===== src/rtl/uart_tx_sched_pkg.sv =====
// rtl/uart_tx_sched_pkg.sv - shared types for the UART transmit scheduler
// Scheduler FSM state encoding and byte width used by the queue and the top.
package uart_tx_sched_pkg;

   localparam int DATA_W = 8;

   typedef enum logic [1:0] {
      TXQ_IDLE      = 2'd0,
      TXQ_LAUNCH    = 2'd1,
      TXQ_WAIT_BUSY = 2'd2,
      TXQ_WAIT_DONE = 2'd3
   } txq_state_t;

endpackage


===== src/rtl/uart_tx_sched_if.sv =====
// rtl/uart_tx_sched_if.sv - launch/busy handshake between scheduler and uart
// The scheduler is the master; the uart answers with busy.
interface uart_tx_sched_if;
   import uart_tx_sched_pkg::*;

   logic              uart_valid;
   logic [DATA_W-1:0] uart_data;
   logic              uart_busy;

   modport master (output uart_valid, output uart_data, input uart_busy);
   modport slave  (input uart_valid, input uart_data, output uart_busy);

endinterface


===== src/rtl/uart_tx_sched_txq_fifo_mem.sv =====
// rtl/uart_tx_sched_txq_fifo_mem.sv - transmit queue storage
// Register array with a synchronous write port and a combinational read port.
module uart_tx_sched_txq_fifo_mem
   import uart_tx_sched_pkg::*;
#(
   parameter int DEPTH_LOG2 = 4
) (
   input  logic                  clock,
   input  logic                  we,
   input  logic [DEPTH_LOG2-1:0] waddr,
   input  logic [DATA_W-1:0]     wdata,
   input  logic [DEPTH_LOG2-1:0] raddr,
   output logic [DATA_W-1:0]     rdata
);

   logic [DATA_W-1:0] mem [2**DEPTH_LOG2];

   always_ff @(posedge clock) begin
      if (we) begin
         mem[waddr] <= wdata;
      end
   end

   assign rdata = mem[raddr];

endmodule


===== src/rtl/uart_tx_sched.sv =====
// rtl/uart_tx_sched.sv - queued transmit scheduler in front of the SOC uart
// Optional drain interrupt built only when UART_TXQ_IRQ_EN is defined.
module uart_tx_sched
   import uart_tx_sched_pkg::*;
#(
   parameter int DEPTH_LOG2 = 4
`ifdef UART_TXQ_IRQ_EN
   ,
   parameter int IRQ_THRESH = 2
`endif
) (
   input  logic                  clock,
   input  logic                  reset,
   input  logic                  wr_stb,
   input  logic [DATA_W-1:0]     wr_data,
   input  logic                  flush,
   input  logic                  ovf_clr,
   uart_tx_sched_if.master       uart,
   output logic [DEPTH_LOG2:0]   q_level,
   output logic                  q_empty,
   output logic                  q_full,
   output logic                  ovf,
   output logic                  irq
);

   localparam int                DEPTH      = 2**DEPTH_LOG2;
   localparam logic [DEPTH_LOG2:0] FULL_LEVEL = DEPTH[DEPTH_LOG2:0];

   txq_state_t            state;
   logic [DEPTH_LOG2-1:0] wr_ptr;
   logic [DEPTH_LOG2-1:0] rd_ptr;
   logic [DATA_W-1:0]     rd_data;
   logic                  pop;
   logic                  push;

   assign q_empty = (q_level == '0);
   assign q_full  = (q_level == FULL_LEVEL);

   // A pop in the same cycle frees a slot, so a push to a full queue still lands.
   assign pop  = (state == TXQ_IDLE) && !q_empty && !uart.uart_busy;
   assign push = wr_stb && !flush && (!q_full || pop);

   uart_tx_sched_txq_fifo_mem #(.DEPTH_LOG2(DEPTH_LOG2)) u_mem (
      .clock (clock),
      .we    (push),
      .waddr (wr_ptr),
      .wdata (wr_data),
      .raddr (rd_ptr),
      .rdata (rd_data)
   );

   always_ff @(posedge clock or posedge reset) begin
      if (reset) begin
         state           <= TXQ_IDLE;
         wr_ptr          <= '0;
         rd_ptr          <= '0;
         q_level         <= '0;
         ovf             <= 1'b0;
         uart.uart_valid <= 1'b0;
         uart.uart_data  <= '0;
      end else begin
         if (flush) begin
            wr_ptr  <= '0;
            rd_ptr  <= '0;
            q_level <= '0;
         end else begin
            if (push) wr_ptr <= wr_ptr + 1'b1;
            if (pop)  rd_ptr <= rd_ptr + 1'b1;
            case ({push, pop})
               2'b10:   q_level <= q_level + 1'b1;
               2'b01:   q_level <= q_level - 1'b1;
               default: q_level <= q_level;
            endcase
         end

         if (wr_stb && !flush && q_full && !pop) begin
            ovf <= 1'b1;
         end else if (ovf_clr) begin
            ovf <= 1'b0;
         end

         // The byte is latched at pop and held until the uart releases busy.
         uart.uart_valid <= 1'b0;
         case (state)
            TXQ_IDLE: begin
               if (pop) begin
                  state           <= TXQ_LAUNCH;
                  uart.uart_valid <= 1'b1;
                  uart.uart_data  <= rd_data;
               end
            end
            TXQ_LAUNCH:    state <= TXQ_WAIT_BUSY;
            TXQ_WAIT_BUSY: if (uart.uart_busy)  state <= TXQ_WAIT_DONE;
            TXQ_WAIT_DONE: if (!uart.uart_busy) state <= TXQ_IDLE;
            default:       state <= TXQ_IDLE;
         endcase
      end
   end

`ifdef UART_TXQ_IRQ_EN
   localparam logic [DEPTH_LOG2:0] THRESH_LVL = IRQ_THRESH[DEPTH_LOG2:0];

   logic drained_arm;

   always_ff @(posedge clock or posedge reset) begin
      if (reset) begin
         drained_arm <= 1'b0;
         irq         <= 1'b0;
      end else begin
         if (push) begin
            drained_arm <= 1'b0;
         end else if (q_level > THRESH_LVL) begin
            drained_arm <= 1'b1;
         end
         irq <= (q_level <= THRESH_LVL) && drained_arm;
      end
   end
`else
   assign irq = 1'b0;
`endif

endmodule

===== src/flat_wrapper.sv =====
// flat-port wrapper written by rule: the top's interface ports become plain ports
module uart_tx_sched_flat import uart_tx_sched_pkg::*;
#(
   parameter int DEPTH_LOG2 = 4

)
  (clock, reset, wr_stb, wr_data, flush, ovf_clr, q_level, q_empty, q_full, ovf, irq, uart_uart_valid, uart_uart_data, uart_uart_busy);
  uart_tx_sched_if uart_i ();
  input  logic clock;
  input  logic reset;
  input  logic wr_stb;
  input  logic [DATA_W-1:0] wr_data;
  input  logic flush;
  input  logic ovf_clr;
  output logic [DEPTH_LOG2:0] q_level;
  output logic q_empty;
  output logic q_full;
  output logic ovf;
  output logic irq;
  output wire logic [$bits(uart_i.uart_valid)-1:0] uart_uart_valid;
  output wire logic [$bits(uart_i.uart_data)-1:0] uart_uart_data;
  input wire logic [$bits(uart_i.uart_busy)-1:0] uart_uart_busy;
  assign uart_uart_valid = uart_i.uart_valid;
  assign uart_uart_data = uart_i.uart_data;
  assign uart_i.uart_busy = uart_uart_busy;
  uart_tx_sched #(.DEPTH_LOG2(DEPTH_LOG2)) u_core (.clock(clock), .reset(reset), .wr_stb(wr_stb), .wr_data(wr_data), .flush(flush), .ovf_clr(ovf_clr), .uart(uart_i), .q_level(q_level), .q_empty(q_empty), .q_full(q_full), .ovf(ovf), .irq(irq));
endmodule

===== config.mk =====
export PLATFORM = sky130hd
export DESIGN_NAME = uart_tx_sched_flat
export DESIGN_NICKNAME = d
export VERILOG_FILES = /design/src/rtl/uart_tx_sched_pkg.sv /design/src/rtl/uart_tx_sched_if.sv /design/src/rtl/uart_tx_sched_txq_fifo_mem.sv /design/src/rtl/uart_tx_sched.sv /design/src/flat_wrapper.sv
export SDC_FILE = /design/constraint.sdc
export NUM_CORES = 1
export LEC_CHECK = 0
export ABC_AREA = 1
export CAP_MARGIN = 20
export CORE_UTILIZATION = 54
export DETAILED_ROUTE_END_ITERATION = 6
export PLACE_DENSITY_LB_ADDON = 0.3
export SLEW_MARGIN = 40
export SYNTH_ARGS = -nofsm -noshare
export SYNTH_HDL_FRONTEND = slang
export SYNTH_SLANG_ARGS = --single-unit

===== constraint.sdc =====
create_clock -name clock -period 2.2 [get_ports clock]
set_input_delay 0.44 -clock clock [delete_from_list [all_inputs] [get_ports clock]]
set_output_delay 0.44 -clock clock [all_outputs]
set_load 0.01 [all_outputs]

== Word-level counts from Yosys, hierarchy flattened ==
Memory sizes are Yosys's and may differ from the RTL's. A register that Yosys moved wholly into a read port is not among the register bits.
Index checks and enable logic that the tools add are counted.
Operators by class
  add/subtract/negate cells: 4
  multipliers: 0
  div/mod/pow operators: 0
  $lt $le $gt $ge: 0
  equality and inequality tests: 9
  shift operators: 0
  multiplexer cells: 16
  bitwise logic cells: 0
  reduce and logical (&&, ||, !) cells: 20
Operator list (number)
  2-to-1 mux 4 bit: 4
  case mux 5 bit (2 select lines): 1
  adder 4 x 1 -> 4 bit (second input constant): 2
  case mux 2 bit (4 select lines): 1
  == test 2 bit (second input constant): 3
  logical AND 1 bit: 6
  2-to-1 mux 1 bit: 6
  2-to-1 mux 2 bit: 3
  nonzero test 2 bit: 3
  adder 5 x 1 -> 5 bit (second input constant): 1
  == test 5 bit (second input constant): 1
  zero test 1 bit: 5
  zero test 5 bit: 1
  2-to-1 mux 5 bit: 1
  subtractor 5 x 1 -> 5 bit (second input constant): 1
  == test 2 x 1 -> 1 bit (second input constant): 2
  != test 2 bit (second input constant): 2
  AND reduction 3 bit: 1
  nonzero test 3 bit: 1
  zero test 2 bit: 1
  != test 2 x 1 -> 1 bit (second input constant): 1
  AND reduction 2 bit: 1
  logical OR 1 bit: 1
Storage, ports and cells
  register bits after elaboration: 17
  bits in latches: 0
  RAM bits: 128
  memory bits (read-only): 0
  input port bits: 14
  output and inout bits: 18
  logic and storage cells: 56
  memories kept: 1
Memory list
  u_core.u_mem.mem: depth 16, width 8, rd ports 1, clocked after Yosys merged registers in 1, write ports 1, line uart_tx_sched_txq_fifo_mem.sv:16  | logic [DATA_W-1:0] mem [2**DEPTH_LOG2];

== Logic depth before layout (Yosys ltp) ==
Gate-level depths: netlist (run 1).
  depth in word-level cells: 9
  depth in mapped cells: 15
  gate-level depth less buffers: 15

== By module ==
Synthesis (run 1) repeated with hierarchy kept, for this count alone.
Unflattened totals
  cells, all modules: 696
  area total of the unflattened synthesis: 6985.4 sq um
Modules (own cells, without submodules)
  uart_tx_sched_txq_fifo_mem: instances 1, cells each 543, area each 5606.6 sq um, seq. area each 3843.7 sq um
  uart_tx_sched: instances 1, cells each 153, area each 1378.8 sq um, seq. area each 625.6 sq um

== Least setup slack after synthesis (run 1) ==
No wires, ideal clock.
  kind: register to register
  start: reg u_core.state[0]
  end: reg u_core.q_level[4]
  setup time: 0.117 ns
  arrival time: 1.941 ns
  data required time: 2.083 ns
  path slack: 0.142 ns
  cell stages (with the launch flop): 16
  buffers on the path: 0
  period minus slack after synthesis: 2.058 ns
  cells stage by stage: dfrtp_1 -> inv_1 -> ha_1 -> inv_1 -> nor2_2 -> nand3_1 -> inv_1 -> ha_1 -> a21oi_1 -> nand2_1 -> nand2_1 -> nand2_1 -> nand2_1 -> nand2_1 -> nand2_1 -> nand2_1
On the way
  word-level cells in the longest chain between the ends: 8
  elaborated cells on any way between the ends: 10
  classes of those cells: 2 x eq/ne; 2 x mux; 6 x reduce/logical
Ends and longest elaborated chain
  start, declared: line uart_tx_sched.sv:29  | txq_state_t state;
  start signal, assigned: line uart_tx_sched.sv:54  | state <= TXQ_IDLE;
  start signal, assigned: line uart_tx_sched.sv:87  | state <= TXQ_LAUNCH;
  start signal, assigned: line uart_tx_sched.sv:92  | TXQ_LAUNCH: state <= TXQ_WAIT_BUSY;
  zero test 2 bit *: line uart_tx_sched.sv:40  | assign pop = (state == TXQ_IDLE) && !q_empty && !uart.uart_busy;
  logical AND 1 bit * (2 in series): line uart_tx_sched.sv:40
  logical OR 1 bit: line uart_tx_sched.sv:41  | assign push = wr_stb && !flush && (!q_full || pop);
  logical AND 1 bit: line uart_tx_sched.sv:41
  == test 2 x 1 -> 1 bit or == test 2 bit (tied branches): line uart_tx_sched.sv:69  | case ({push, pop})
  case mux 5 bit (2 select lines): line uart_tx_sched.sv:69
  2-to-1 mux 5 bit: line uart_tx_sched.sv:62  | if (flush) begin
  end signal, assigned: line uart_tx_sched.sv:70  | 2'b10: q_level <= q_level + 1'b1;
  end signal, assigned: line uart_tx_sched.sv:71  | 2'b01: q_level <= q_level - 1'b1;
  end signal, assigned: line uart_tx_sched.sv:72  | default: q_level <= q_level;
  end, declared: line uart_tx_sched.sv:19  | output logic [DEPTH_LOG2:0] q_level,
Mark *: on every way between the ends. The rest lies on a longest branch, timed or not.
A chain may end at the register's enable or synchronous reset.

== Final worst setup path (run 1) ==
  start: reg u_core.state[1]
  end: reg u_core.q_level[4]
The elaborated chain is that of the path after synthesis.

==> run summary, run 1 <==
clock tree from TritonCTS - done
Die Width - 115.6 µm
Slew @ Worst Pin - 0.7384 ns
Site Rows - 41
Worst Path Arrival - 2.47 ns
critical path startpoint - u_core.state[1]
metal2 WL - 8117 µm
setup slack after layout - 0.04461 ns
CP Cell Sequence - inv_1 -> ha_1 -> inv_1 -> nor2_4 -> nand3_4 -> inv_2 -> ha_1 -> a21oi_2 -> nand2_1 -> nand2_1 -> nand2_1 -> nand2_1 -> nand2_1 -> nand2_1 -> nand2_1
core area - 0.01262 mm²
crit path launch type - register
router iterations before antenna repair - 5
Clock Sinks - 153
part of the Yosys area used for sequential elements - 0.6408
most common cell in the netlist - nand2_1
WS Path Type - register to register
Synth warnings - 0
detailed-route DRC error count - 0
Final Routed Wirelength - 16080 µm
fillers - 986
Mapped Cells - 707
total CTS buffers - 17
dominant cells by area after synthesis - edfxtp_1 55%, nand2_1 12%, dfrtp_1 9.0%
multi-input logic area - 0.001896 mm²
Starting DRT DRC Count - 531
initial antenna violation count - 0
Highest Clock Rate - 464.0 MHz
Distinct cells, synth - 31
quantity of I/O buffers inserted on ports - 30
Power Dens Cells - 897.5 mW/mm²
Initial Utilization - 0.5526
CP Data Required Time - 2.51 ns
WL/cell - 16.68 µm
Slowest cell on crit path - dfrtp_1
Skew-Pair Late Insertion Delay - 0.42 ns
post-synthesis instance area - 0.006974 mm²
minimum clock period - 2.155 ns
clk buf depth - 2
n_diodes - 0
Root Driver - clkbuf_16
critical path endpoint category - register
Tot GR Track Use - 0.2567
register area - 0.004473 mm²
Place WS - -0.2414 ns
post-route ant nets - 0
Max VDD drop - 0.6030 mV
WL met3 - 1170 µm
CP peak stage delay - 0.39 ns
async set or reset register ratio after synthesis - 0.1634
via count - 5131
Worst setup endpoint - u_core.q_level[4]
fraction of final layout cells sized beyond drive strength 1 - 0.1225
syn_nets - 734
vias in the first global route - 4909
synthesized flop and latch total - 153
Final Hold Vio Count - 0
Post-synth EDFFs - 128
Avg Inst Size Synth - 9.864 µm²
worst reg-to-reg path cell count - 15
gr ovfl total - 0
Layout area overhead - 20.08%
Max Cap Violations - 0
post-synth top area cell - edfxtp_1
Min-Delay Path Class - primary input to async pin
WHS - 0.3895 ns
first-pass GRT wire length - 24950 µm
Slew Limit Fails - 0
FF-to-FF End - u_core.q_level[4]
fin crit share - 0.9797
clk_skew - 0.003565 ns
Post-synth top cells - 228 x nand2_1, 128 x edfxtp_1, 118 x inv_1, 112 x nand3_1, 25 x dfrtp_1
DP Area - 0.007686 mm²
Ports - 32
run status - completed
hpwl dp - 10530 µm
Finished Cell Area - 0.008374 mm²
Pleak - 3.764 nW
Die Ht - 115.6 µm
die footprint - 0.01337 mm²
post-synth top area share - 0.5511
Post-synth top flop - edfxtp_1
Critical Path Most Common Cell - nand2_1
Metal-1 WL - 6496 µm
Top Metal Used - met4
final RePlAce weighted congestion - 0.9278
Clock transition at path regs - 0.06 ns
Worst slew margin - 0.5062
# setup viols final - 0
H-tree depth - 4
net count reported at finish - 806
worst flop-to-flop path startpoint - u_core.state[1]
largest net degree at the start of global routing - 49
r2r setup slk - 0.04 ns
crit-path max FO - 4
vias per cell - 5.323
## registers in the layout, indices dropped and copies added (netlist names)
register / flops
u_core.ovf: 1
u_core.q_level: 5
u_core.rd_ptr: 4
u_core.state: 2
u_core.u_mem.mem: 128
u_core.uart.uart_data: 8
u_core.uart.uart_valid: 1
u_core.wr_ptr: 4
## worst max-delay path: cells and delay by family, from the launching register on
family,cells,cell delay (ns)
adder cells (fa/ha/maj),2,0.41
AND/OR/NAND/NOR,9,0.80
buffers and inverters,3,0.27
flip-flops,1,0.39
AO/OA/AOI/OAI,1,0.17
## timing repair
action,4_1_cts,5_1_grt
gates resized for setup,3,9
buffers inserted,1,4
hold endpoints to repair,0,0
endpoints found under the setup margin,2,3
pin swaps,1,3
hold buffers,0,0
## placed cells by master (no fill, tap or decap), types with 4 or more instances in the layout
master             n
buf_4             49
clkdlybuf4s50_1   29
clkbuf_16         17
edfxtp_1         128
nor2_1            17
nand2_1          228
o21ai_1            5
nand3_1          110
inv_2              5
dfrtp_1           22
bufinv_16          5
inv_1            116
ha_1              12
clkinv_1           7
o21ai_0            4
## per-layer routing
layer | up-vias | global-route usage
li1 | 2410 | -
met1 | 2476 | 0.3186
met2 | 214 | 0.4279
met3 | 31 | 0.08002
met4 | 0 | 0.08889
met5 | - | 0
## power by group
part	internal [mW]	switching, mW
registers	3.27	0.0919
logic	0.466	0.627
clock network	1.99	1.07
total	5.72	1.79
## worst min-delay path by stage
stage	cells past startpoint	end	from	slack, ns
3_5_place_dp	2	u_core.uart.uart_data[7]	u_core.uart.uart_data[7]	0.47
5_1_grt	3	u_core.state[0]	reset	0.42
3_3_place_gp	2	u_core.uart.uart_data[3]	u_core.uart.uart_data[3]	0.47
6_report	3	u_core.state[0]	reset	0.39
2_1_floorplan	1	u_core.ovf	reset	0.47
4_1_cts	3	u_core.state[0]	reset	0.38
## logic make-up (layout without fill, tap and decap cells)
logic type,count (synthesis),in the layout,share of synthesized area
and+or+nand+nor,367,367,0.2219
DFF,153,153,0.6408
buffers and inverters,152,237,0.09221
AOI/OAI and AO/OA,16,16,0.01363
adders and majority gates,13,13,0.02440
xor gates and xnor gates,4,4,0.005024
other,1,1,0.0005377
muxes,1,1,0.001435
## through the flow
stage                TNS, ns  power [mW]    util  std cells
floorplan                  0       4.000       -        707
global placement     -0.1528       4.408  0.6091        927
detailed placement   -0.4064       4.444  0.6091        927
CTS                        0       7.479  0.6587        960
global route        -0.04345       7.789  0.6636        964
finish                     0       7.516  0.6636        964
## layout make-up
type	instances	share of cell area
clock inverter	12	0.02137
tap	172	0.02570
timing repair buffer	81	0.08442
multi-input combinational	402	0.2264
clock buffer	20	0.05214
sequential	153	0.5341
inverter	124	0.05588
Power figures use the tool's default switching activity.
==> run 2: changes to the inputs <==
CELL_PAD_IN_SITES_DETAIL_PLACEMENT = 1   (was not set)
CELL_PAD_IN_SITES_GLOBAL_PLACEMENT = 1   (was not set)
CORE_UTILIZATION = 43   (was 54)
RECOVER_POWER = 50   (was not set)
SKIP_LAST_GASP = 1   (was not set)
==> run summary, run 2 (same netlist as run 1, synthesis figures left out) <==
Site Rows - 46
final RePlAce weighted congestion - 0.8734
Skew-Pair Late Insertion Delay - 0.43 ns
Worst Path Buf+Inv - 2
Die Width - 129.4 µm
Tot GR Track Use - 0.2458
clock tree from TritonCTS - done
Finished Cell Area - 0.008472 mm²
crit-path max FO - 4
vias in the first global route - 5439
Slew @ Worst Pin - 1.467 ns
WS Path Type - register to primary output
Slew Limit Fails - 0
Power Dens Cells - 926.9 mW/mm²
Worst slew margin - 0.02187
die footprint - 0.01673 mm²
fillers - 1807
Highest Clock Rate - 474.7 MHz
hpwl dp - 12200 µm
Slowest cell on crit path - clkdlybuf4s50_1
critical path endpoint category - primary output
net count reported at finish - 812
Clock transition at path regs - 0.06 ns
DP Area - 0.007724 mm²
largest net degree at the start of global routing - 35
Final Routed Wirelength - 18650 µm
crit path launch type - register
Ports - 32
core area - 0.01589 mm²
fraction of final layout cells sized beyond drive strength 1 - 0.1266
Final Hold Vio Count - 0
max reg flops - 128
Initial Utilization - 0.4390
total CTS buffers - 17
CP Cell Sequence - nor2_4 -> nand3_2 -> inv_1 -> clkdlybuf4s50_1
Worst Path Arrival - 1.67 ns
FF-to-FF End - u_core.q_level[4]
Die Ht - 129.4 µm
# setup viols final - 0
H-tree depth - 4
initial antenna violation count - 0
Largest regs - u_core.u_mem.mem x128, u_core.uart.uart_data x8, u_core.q_level x5
via count - 5023
Power, Total - 7.853 mW
kind of cell adding the most delay to the critical path - buffers and inverters
Clock Sinks - 153
Biggest register - u_core.u_mem.mem
vias per cell - 4.954
Root Driver - clkbuf_16
post-route ant nets - 0
Max Cap Violations - 0
most frequent cells in the layout - 228 x nand2_1, 128 x edfxtp_1, 114 x inv_1
worst flop-to-flop path startpoint - u_core.state[1]
first-pass GRT wire length - 29530 µm
fin crit share - 0.9575
router iterations before antenna repair - 5
quantity of I/O buffers inserted on ports - 30
path length in cells of the critical path - 4
CTS Hold Bufs - 0
r2r setup slk - 0.11 ns
Worst setup endpoint - q_empty
Pleak - 3.758 nW
worst reg-to-reg path cell count - 13
most common cell after layout, fill and taps aside - nand2_1
Starting DRT DRC Count - 376
Layout area overhead - 21.47%
Min-Delay Path Class - register to register
WL/cell - 18.40 µm
minimum clock period - 2.106 ns
CP peak stage delay - 0.52 ns
CP Data Required Time - 1.76 ns
n_diodes - 0
Max VDD drop - 0.6610 mV
run status - completed
detailed-route DRC error count - 0
critical path startpoint - u_core.q_level[2]
gr ovfl total - 0
clk_skew - 0.008039 ns
clk buf depth - 2
[run 2: worst register-to-register path, stage by stage (launching register included)]
cell,delay [ns]
dfrtp_1,0.42
inv_2,0.07
ha_1,0.15
inv_2,0.06
nor2_4,0.15
nand3_4,0.14
fa_2,0.39
nand3b_1,0.20
nand2_1,0.09
nand2_1,0.07
nand3_1,0.09
nand2_1,0.06
nand2_1,0.07
nand2_1,0.04
[run 2: worst min-delay path by stage]
stage | cells past startpoint | to | start
final | 2 | u_core.uart.uart_data[7] | u_core.uart.uart_data[7]
after CTS | 3 | u_core.uart.uart_valid | reset
after floorplan | 1 | u_core.ovf | reset
after global placement | 2 | u_core.uart.uart_data[2] | u_core.uart.uart_data[2]
after global routing | 2 | u_core.uart.uart_data[1] | u_core.uart.uart_data[1]
after detailed placement | 2 | u_core.uart.uart_data[7] | u_core.uart.uart_data[7]
[run 2: through the flow]
step	hold slack (ns)	utilization	setup TNS (ns)	worst slack, ns	cells
floorplan	0.4673	-	0	0.1422	707
global placement	0.4694	0.4862	-0.2963	-0.1887	972
global route	0.5032	0.5333	-0.03219	-0.03219	1014
CTS	0.3698	0.5316	-0.01796	-0.01796	1007
finish	0.4804	0.5333	0	0.09354	1014
detailed placement	0.4688	0.4862	-3.217	-0.3440	972
[run 2: cell type report]
| type | instances | area, µm² | share of cell area |
|---|---|---|---|
| timing repair buffer | 87 | 683.2 | 0.08064 |
| clock inverter | 15 | 249.0 | 0.02939 |
| sequential | 153 | 4473 | 0.5280 |
| tap | 216 | 270.3 | 0.03190 |
| clock buffer | 17 | 425.4 | 0.05021 |
| multi-input combinational | 402 | 1901 | 0.2243 |
| inverter | 124 | 470.5 | 0.05553 |
[run 2: what timing repair did]
action | in CTS | in global routing
setup buffers | 3 | 7
gates resized for setup | 8 | 8
pin swaps | 1 | 4
endpoints found under the setup margin | 4 | 67
[run 2: power breakdown]
group          internal [mW]  total (mW)  switching [mW]  leakage [nW]
sequential              3.27        3.35          0.0791          1.48
combinational          0.485        1.19           0.703          1.97
clock                   2.13        3.31            1.19         0.313
[run 2: metal layers]
metal,GRT usage,part of all wire,up-vias
met2,0.4203,0.51,84
li1,-,-,2419
met5,0,0,-
met1,0.2954,0.42,2492
met3,0.05367,0.036,28
met4,0.1176,0.025,0
